$ cat src/rtl/fifo_tx_sequencer_if.sv
// ---------------------------------------------------------------------------
// fifo_tx_sequencer_if
// Bundle of the handshake and data signals between the transmit-FIFO drain
// sequencer, the UART transmit FIFO and the UART transmitter.
//
// Signals (names are from the sequencer's point of view):
//   iEnable        stream enable from the rest of the design
//   iFifoEmpty     FIFO empty flag
//   oFifoReadEn    single-cycle pop strobe to the FIFO
//   iFifoReadData  FIFO read data, valid the cycle after the pop
//   iTxBusy        transmitter busy (registered in the transmitter)
//   oTxStart       single-cycle start strobe to the transmitter
//   oTxData        byte handed to the transmitter
//   oBusy          sequencer is working on a byte
//   oByteCount     bytes started since reset, wrapping
//
// Modports:
//   master  the sequencer itself
//   slave   the FIFO/transmitter/controller side
// ---------------------------------------------------------------------------
interface fifo_tx_sequencer_if #(
  parameter int pFifoDataWidth = 8,
  parameter int pCountWidth    = 16
);
  logic                      iEnable;
  logic                      iFifoEmpty;
  logic                      oFifoReadEn;
  logic [pFifoDataWidth-1:0] iFifoReadData;
  logic                      iTxBusy;
  logic                      oTxStart;
  logic [pFifoDataWidth-1:0] oTxData;
  logic                      oBusy;
  logic [pCountWidth-1:0]    oByteCount;

  modport master (
    input  iEnable, iFifoEmpty, iFifoReadData, iTxBusy,
    output oFifoReadEn, oTxStart, oTxData, oBusy, oByteCount
  );

  modport slave (
    output iEnable, iFifoEmpty, iFifoReadData, iTxBusy,
    input  oFifoReadEn, oTxStart, oTxData, oBusy, oByteCount
  );
endinterface

$ cat src/rtl/fifo_tx_sequencer.sv
// ---------------------------------------------------------------------------
// fifo_tx_sequencer
// Drains the UART transmit FIFO into the UART transmitter one byte at a time.
// Pops a byte, waits out the FIFO's registered read latency, launches the
// byte with a one-cycle start pulse, waits for the transmitter to go idle and
// then holds off for a programmable number of gap cycles.
//
// Parameters:
//   pFifoDataWidth  byte width of FIFO and transmitter data
//   pGapCycles      idle clocks after each byte (0 = no gap)
//   pCountWidth     width of the sent-byte counter
//
// Ports:
//   iClk  system clock, rising edge
//   iRst  asynchronous active-high reset
//   bus   fifo_tx_sequencer_if.master (FIFO, transmitter and status signals)
// ---------------------------------------------------------------------------
module fifo_tx_sequencer #(
  parameter int pFifoDataWidth = 8,
  parameter int pGapCycles     = 2,
  parameter int pCountWidth    = 16
) (
  input logic                  iClk,
  input logic                  iRst,
  fifo_tx_sequencer_if.master  bus
);

  // Gap counter only has to hold pGapCycles; keep at least one bit so the
  // no-gap build still elaborates cleanly.
  localparam int lpGapWidth = (pGapCycles < 2) ? 1 : $clog2(pGapCycles + 1);

  typedef enum logic [2:0] {
    IDLE,
    POP,
    CAPTURE,
    START,
    WAIT_TX,
    GAP
  } tState;

  tState                     r_state;
  tState                     w_nextState;
  logic [pFifoDataWidth-1:0] r_txData;
  logic [pCountWidth-1:0]    r_byteCount;
  logic [lpGapWidth-1:0]     r_gapCount;
  logic                      r_guardDone;
  logic                      w_fifoReadEn;
  logic                      w_txStart;
  logic                      w_busy;

  // State register.
  always_ff @(posedge iClk or posedge iRst) begin
    if (iRst) begin
      r_state <= IDLE;
    end else begin
      r_state <= w_nextState;
    end
  end

  // Next-state and state-decoded outputs. Enable, empty and busy only matter
  // in IDLE, so a byte that has been popped always runs to completion.
  // WAIT_TX ignores iTxBusy in its first cycle because the transmitter's busy
  // flag is registered and cannot yet reflect the start pulse.
  always_comb begin
    w_nextState  = r_state;
    w_fifoReadEn = 1'b0;
    w_txStart    = 1'b0;
    w_busy       = (r_state != IDLE);
    case (r_state)
      IDLE: begin
        if (bus.iEnable && !bus.iFifoEmpty && !bus.iTxBusy) begin
          w_nextState = POP;
        end
      end
      POP: begin
        w_fifoReadEn = 1'b1;
        w_nextState  = CAPTURE;
      end
      CAPTURE: begin
        w_nextState = START;
      end
      START: begin
        w_txStart   = 1'b1;
        w_nextState = WAIT_TX;
      end
      WAIT_TX: begin
        if (r_guardDone && !bus.iTxBusy) begin
          w_nextState = (pGapCycles > 0) ? GAP : IDLE;
        end
      end
      GAP: begin
        if (r_gapCount == lpGapWidth'(1)) begin
          w_nextState = IDLE;
        end
      end
      default: begin
        w_nextState = IDLE;
      end
    endcase
  end

  // Datapath: captured byte, wrapping byte counter, WAIT_TX guard flag and
  // gap down-counter (loaded on the way into GAP).
  always_ff @(posedge iClk or posedge iRst) begin
    if (iRst) begin
      r_txData    <= '0;
      r_byteCount <= '0;
      r_gapCount  <= '0;
      r_guardDone <= 1'b0;
    end else begin
      if (r_state == CAPTURE) begin
        r_txData <= bus.iFifoReadData;
      end
      if (r_state == START) begin
        r_byteCount <= r_byteCount + pCountWidth'(1);
      end
      r_guardDone <= (r_state == WAIT_TX);
      if (r_state == WAIT_TX && w_nextState == GAP) begin
        r_gapCount <= lpGapWidth'(pGapCycles);
      end else if (r_state == GAP) begin
        r_gapCount <= r_gapCount - lpGapWidth'(1);
      end
    end
  end

  assign bus.oFifoReadEn = w_fifoReadEn;
  assign bus.oTxStart    = w_txStart;
  assign bus.oBusy       = w_busy;
  assign bus.oTxData     = r_txData;
  assign bus.oByteCount  = r_byteCount;

endmodule

$ cat src/flat_wrapper.sv
// flat-port wrapper written by rule: the top's interface ports become plain ports
module fifo_tx_sequencer_flat 
#(
  parameter int pFifoDataWidth = 8,
  parameter int pGapCycles     = 2,
  parameter int pCountWidth    = 16
)
  (iClk, iRst, bus_iEnable, bus_iFifoEmpty, bus_iFifoReadData, bus_iTxBusy, bus_oFifoReadEn, bus_oTxStart, bus_oTxData, bus_oBusy, bus_oByteCount);
  fifo_tx_sequencer_if #(.pFifoDataWidth(pFifoDataWidth), .pCountWidth(pCountWidth)) bus_i ();
  input logic iClk;
  input logic iRst;
  input wire logic [$bits(bus_i.iEnable)-1:0] bus_iEnable;
  input wire logic [$bits(bus_i.iFifoEmpty)-1:0] bus_iFifoEmpty;
  input wire logic [$bits(bus_i.iFifoReadData)-1:0] bus_iFifoReadData;
  input wire logic [$bits(bus_i.iTxBusy)-1:0] bus_iTxBusy;
  output wire logic [$bits(bus_i.oFifoReadEn)-1:0] bus_oFifoReadEn;
  output wire logic [$bits(bus_i.oTxStart)-1:0] bus_oTxStart;
  output wire logic [$bits(bus_i.oTxData)-1:0] bus_oTxData;
  output wire logic [$bits(bus_i.oBusy)-1:0] bus_oBusy;
  output wire logic [$bits(bus_i.oByteCount)-1:0] bus_oByteCount;
  assign bus_i.iEnable = bus_iEnable;
  assign bus_i.iFifoEmpty = bus_iFifoEmpty;
  assign bus_i.iFifoReadData = bus_iFifoReadData;
  assign bus_i.iTxBusy = bus_iTxBusy;
  assign bus_oFifoReadEn = bus_i.oFifoReadEn;
  assign bus_oTxStart = bus_i.oTxStart;
  assign bus_oTxData = bus_i.oTxData;
  assign bus_oBusy = bus_i.oBusy;
  assign bus_oByteCount = bus_i.oByteCount;
  fifo_tx_sequencer #(.pFifoDataWidth(pFifoDataWidth), .pGapCycles(pGapCycles), .pCountWidth(pCountWidth)) u_core (.iClk(iClk), .iRst(iRst), .bus(bus_i));
endmodule
$ cat config.mk
export PLATFORM = sky130hd
export DESIGN_NAME = fifo_tx_sequencer_flat
export DESIGN_NICKNAME = d
export VERILOG_FILES = /design/src/rtl/fifo_tx_sequencer_if.sv /design/src/rtl/fifo_tx_sequencer.sv /design/src/flat_wrapper.sv
export SDC_FILE = /design/constraint.sdc
export NUM_CORES = 1
export LEC_CHECK = 0
export CORE_ASPECT_RATIO = 1.25
export CORE_MARGIN = 3
export CORE_UTILIZATION = 49
export CTS_CLUSTER_DIAMETER = 60
export DETAILED_ROUTE_END_ITERATION = 8
export PLACE_DENSITY_LB_ADDON = 0.2
export SLEW_MARGIN = 20
export SYNTH_ARGS = -nofsm -noshare
export SYNTH_HDL_FRONTEND = slang
export SYNTH_SLANG_ARGS = --single-unit
export TNS_END_PERCENT = 20
$ cat constraint.sdc
create_clock -name iClk -period 2.9 [get_ports iClk]
set_input_delay 0.725 -clock iClk [delete_from_list [all_inputs] [get_ports iClk]]
set_output_delay 0.725 -clock iClk [all_outputs]
set_load 0.02 [all_outputs]
* Word level (Yosys, flattened, before mapping) *
Index checks and enable logic that the tools add are counted.

word-level totals
  register bits after elaboration = 30
  latch bits = 0
  RAM bits = 0
  ROM bits = 0
  bits of input ports = 13
  word-level logic and storage cells = 31
  memories = 0

operators by class
  add/sub/neg operators = 2
  $mul = 0
  div/mod/pow operators = 0
  $lt $le $gt $ge = 0
  equality and inequality tests = 7
  shift-type cells = 0
  multiplexer cells = 8
  bitwise operators = 0
  reductions and logical operators = 9

operator list
  kind                                                                 number
  3-bit one-hot mux with 6 select lines                                1
  16-bit by 1-bit adder with 16-bit output (second input constant)     1
  3-bit == test (second input constant)                                3
  3-bit 2-to-1 mux                                                     3
  3-bit by 2-bit == test with 1-bit output (second input constant)     2
  1-bit logical AND                                                    4
  2-bit 2-to-1 mux                                                     2
  3-bit by 1-bit == test with 1-bit output (second input constant)     1
  3-bit zero test                                                      1
  3-bit nonzero test                                                   1
  2-bit by 1-bit == test with 1-bit output (second input constant)     1
  1-bit zero test                                                      2
  1-bit 2-to-1 mux                                                     2
  2-bit nonzero test                                                   1
  2-bit by 1-bit subtractor with 2-bit output (second input constant)  1

* Longest topological paths before layout *
  depth after elaboration = 8
  mapped depth = 6

* Worst setup path before layout *
No wires, ideal clock.

  path kind = register -> output
  start point = register u_core.r_state[0]
  end point = output bus_oFifoReadEn
  data arrival time = 1,056 ps
  data required time = 2,175 ps
  path slack = 1,119 ps
  cell stages (with the launch flop) = 3
  buffers on the path = 1
  cells stage by stage = dfrtp_1 > buf_2 > nor3b_1

on the way
  cells in the longest elaborated chain, start to end = 2

ends and longest elaborated chain
  item                                      RTL line                 RTL
  from (decl)                               fifo_tx_sequencer.sv:41  tState r_state;
  from (signal assigned)                    fifo_tx_sequencer.sv:56  r_state <= w_nextState;
  3-bit by 1-bit == test with 1-bit output  fifo_tx_sequencer.sv:69  case (r_state)
  1-bit 2-to-1 mux                          fifo_tx_sequencer.sv:69
  to (decl)                                 flat_wrapper.sv:16       output wire logic [$bits(bus_i.oFifoReadEn)-1:0] bus_oFifoReadEn;

No other way between the ends.

* Worst setup path after layout *
  start point = register u_core.r_state[2]
  end point = output bus_oTxStart

on the way
  cells in the longest elaborated chain, start to end = 2

ends and longest elaborated chain
  item                                      RTL line                 RTL
  3-bit by 2-bit == test with 1-bit output  fifo_tx_sequencer.sv:69
  1-bit 2-to-1 mux                          fifo_tx_sequencer.sv:69
  to (decl)                                 flat_wrapper.sv:17       output wire logic [$bits(bus_i.oTxStart)-1:0] bus_oTxStart;

No other way between the ends.

==> summary.txt <==
CTS
  – CTS tree: done
  – CTS buffer count: 5
  – Resized cells post-CTS: 0
  – CTS Buffer Depth: 2
  – Hold_buf cts: 0
  – Root cell of the clock tree: clkbuf_4
  – Clock-pin transition on the worst setup and hold timing paths: 90 ps
  – Worst skew pair latency: 320 ps
  – CTS Sinks: 30
  – Htree depth: 2
  – Post-CTS Setup Bufs: 0

GRT
  – First-pass GRT wire length: 4620 microns
  – GR Util All Layers: 18.6%
  – Total gr overflow: 0
  – Largest net degree at the start of global routing: 31
  – Vias in the first global route: 1,062
  – Initial antenna violation count: 0

Synthesis
  – Most common cell in the netlist: dfrtp_1
  – Synth Area per Inst: 12.1 sq um
  – Synth cell count leaders: 30 x dfrtp_1, 13 x nand2_1, 8 x nor2_1, 8 x xnor2_1, 7 x xor2_1
  – Yosys top cell by area: dfrtp_1
  – Post-Syn Nets: 126
  – Netlist cell types: 30
  – Seq/Total Area, Yosys: 56.0%
  – Area contributors post-synth: dfrtp_1 56%, xnor2_1 5.2%, mux2_2 5.0%
  – Yosys reg bits: 30
  – Yosys warns: 0
  – Post-synth EDFFs: 0
  – Synthesized cell area: 1340 sq um
  – Async SR Flop Fraction: 100%
  – Yosys top cell area share: 56.0%
  – Top FF cell, synth: dfrtp_1
  – Mapped Cells: 111

Worst setup path
  – Bufs and invs on worst path: 2
  – Critical path class: reg2out
  – Required @ worst endpoint: 2170 ps
  – Critical-path cell list: nand3b_2 > inv_2 > clkdlybuf4s50_1
  – Reg2reg setup slack: 1390 ps
  – Crit path launch type: register
  – R2R cell count: 3
  – Setup crit end: bus_oTxStart
  – CP arrival: 1790 ps
  – Crit path max fanout: 7
  – Critical Path Source: u_core.r_state[2]
  – CP endpoint kind: output port
  – Critical Path Stages: 3
  – Worst flop-to-flop path endpoint: u_core.bus.oTxData[3]
  – Worst R2R Start: u_core.r_state[0]
  – CP delay by family, top: buffers and inverters
  – Slowest-stage cell, CP: clkdlybuf4s50_1
  – CP peak stage delay: 610 ps

STA
  – Final TNS setup: 0 ps
  – Final hold vios: 0
  – Worst-margin pin slew: 381 ps
  – Slew Limit Fails: 0
  – Worst Slack Setup Final: 381 ps
  – Achievable clock frequency: 0.397 GHz
  – Clock skew: 5.95 ps
  – Unrepaired setup endpoints after global routing: false
  – Slew HR: 74.6%
  – Final setup viols: 0
  – Period Utilization, post-route: 86.8%
  – Clock period minus final worst setup slack: 2520 ps

Finish
  – Final nets: 171
  – Number of antenna diodes: 0
  – Fin util: 72.4%
  – Area Growth Syn to Fin: 36.5%
  – Final cell count without fillers: 190
  – Fillcell total: 196
  – Layout cells sized above 1: 14.0%

Drt
  – DRC violations left: 0
  – Initial DRC Count: 20
  – Total wire length: 2640 microns
  – Drt pass-1 iters: 4
  – Antenna-violating nets left: 0
  – Routed vias/inst: 5.17
  – Routed len/inst: 13.9 microns
  – Via count: 983

Place
  – Pre-CTS WS: 734 ps
  – Post-DP HPWL: 2000 microns
  – Gpl congestion: 0.717
  – Placed cells: 182
  – Number of buffers added on ports: 39

Power
  – Power per cell area: 848 nW/um^2
  – Total power: 1.55 mW
  – Pleak: 0.833 nW
  – Peak VDD IR: 676 uV

Die
  – Rows: 20
  – Starting Density: 53.0%
  – Chip Height: 64.5 microns
  – Core Region: 2530 sq um
  – Die footprint: 3400 sq um
  – # IOs: 40
  – Die Span X: 52.8 microns

Hold path
  – Hold Crit Class: reg2reg

Job
  – Max_cap viols: 0

Outcome
  – Outcome: finished, final reports clean
-- final cells by class --
type	count	area, sq um	area share [%]
clock buffers	7	55.1	3.01
repair buffers	40	398	21.8
clock inverters	1	5.00	0.274
inverters	4	15.0	0.821
flip-flops and latches	30	751	41.0
multi-input cells	75	564	30.8
well taps	33	41.3	2.26
-- where the power goes --
group          internal [mW]  switching, mW  leakage (nW)
Sequential             0.539          0.119         0.388
Combinational          0.339          0.302         0.410
Clock                  0.117          0.135        0.0353
-- metrics by stage --
stage	area (sq um)	hold slack, ps
after floorplan	1340	457
after global placement	1770	458
after CTS	1830	479
final	1830	472
after detailed placement	1770	467
after global routing	1830	486
-- logic make-up (layout without fill, tap and decap cells) --
kind of cell | after synthesis | after routing | share of synthesized area (%)
buffers and inverters | 6 | 52 | 1.87
DFF | 30 | 30 | 56.0
xor gates and xnor gates | 15 | 15 | 9.80
AOI/OAI and AO/OA | 3 | 3 | 1.40
and+or+nand+nor | 45 | 45 | 20.8
adders and majority gates | 2 | 2 | 1.87
muxes | 10 | 10 | 8.22
-- state kept, by name (all words and copies together) (netlist names) --
name and cells:
u_core.r_guardDone 1, u_core.bus.oTxData 8, u_core.r_state 3, u_core.r_gapCount 2
u_core.bus.oByteCount 16
-- placed cells by master (no fill, tap or decap), drive strengths merged --
cell type / netlist / routed
or2: 1 / 1
clkbuf: 0 / 7
xnor2: 8 / 8
nand4b: 1 / 1
o22a: 1 / 1
and2: 2 / 2
nand3: 2 / 2
dfrtp: 30 / 30
nor3b: 2 / 2
mux2: 8 / 8
clkinv: 0 / 1
nand2: 13 / 13
ha: 2 / 2
nor2b: 2 / 2
mux2i: 2 / 2
nand2b: 1 / 1
nor2: 8 / 8
buf: 2 / 1
clkdlybuf4s50: 0 / 39
o21ai: 2 / 2
nand3b: 1 / 1
nand4: 6 / 6
nor3: 1 / 1
xor2: 7 / 7
inv: 4 / 4
and4: 2 / 2
nor4: 2 / 2
or3: 1 / 1
-- how the worst min path moves through the flow --
stage / start / to / slack, ps / cells after the start
finish: u_core.bus.oByteCount[15] / u_core.bus.oByteCount[15] / 470 / 1
global placement: u_core.bus.oByteCount[15] / u_core.bus.oByteCount[15] / 460 / 1
detailed placement: u_core.bus.oByteCount[15] / u_core.bus.oByteCount[15] / 470 / 1
global route: u_core.bus.oByteCount[15] / u_core.bus.oByteCount[15] / 490 / 1
floorplan: u_core.r_gapCount[0] / u_core.r_gapCount[0] / 460 / 1
CTS: u_core.bus.oByteCount[15] / u_core.bus.oByteCount[15] / 480 / 1
-- routing by layer --
layer	track usage, %	up-vias	part of all wire [%]
met2	31.8	23	52
met4	9.58	0	2.3
met3	5.75	7	4.4
met1	20.1	488	41
met5	0	-	0
li1	-	465	-
No activity file was read; power rests on OpenSTA's default activity.
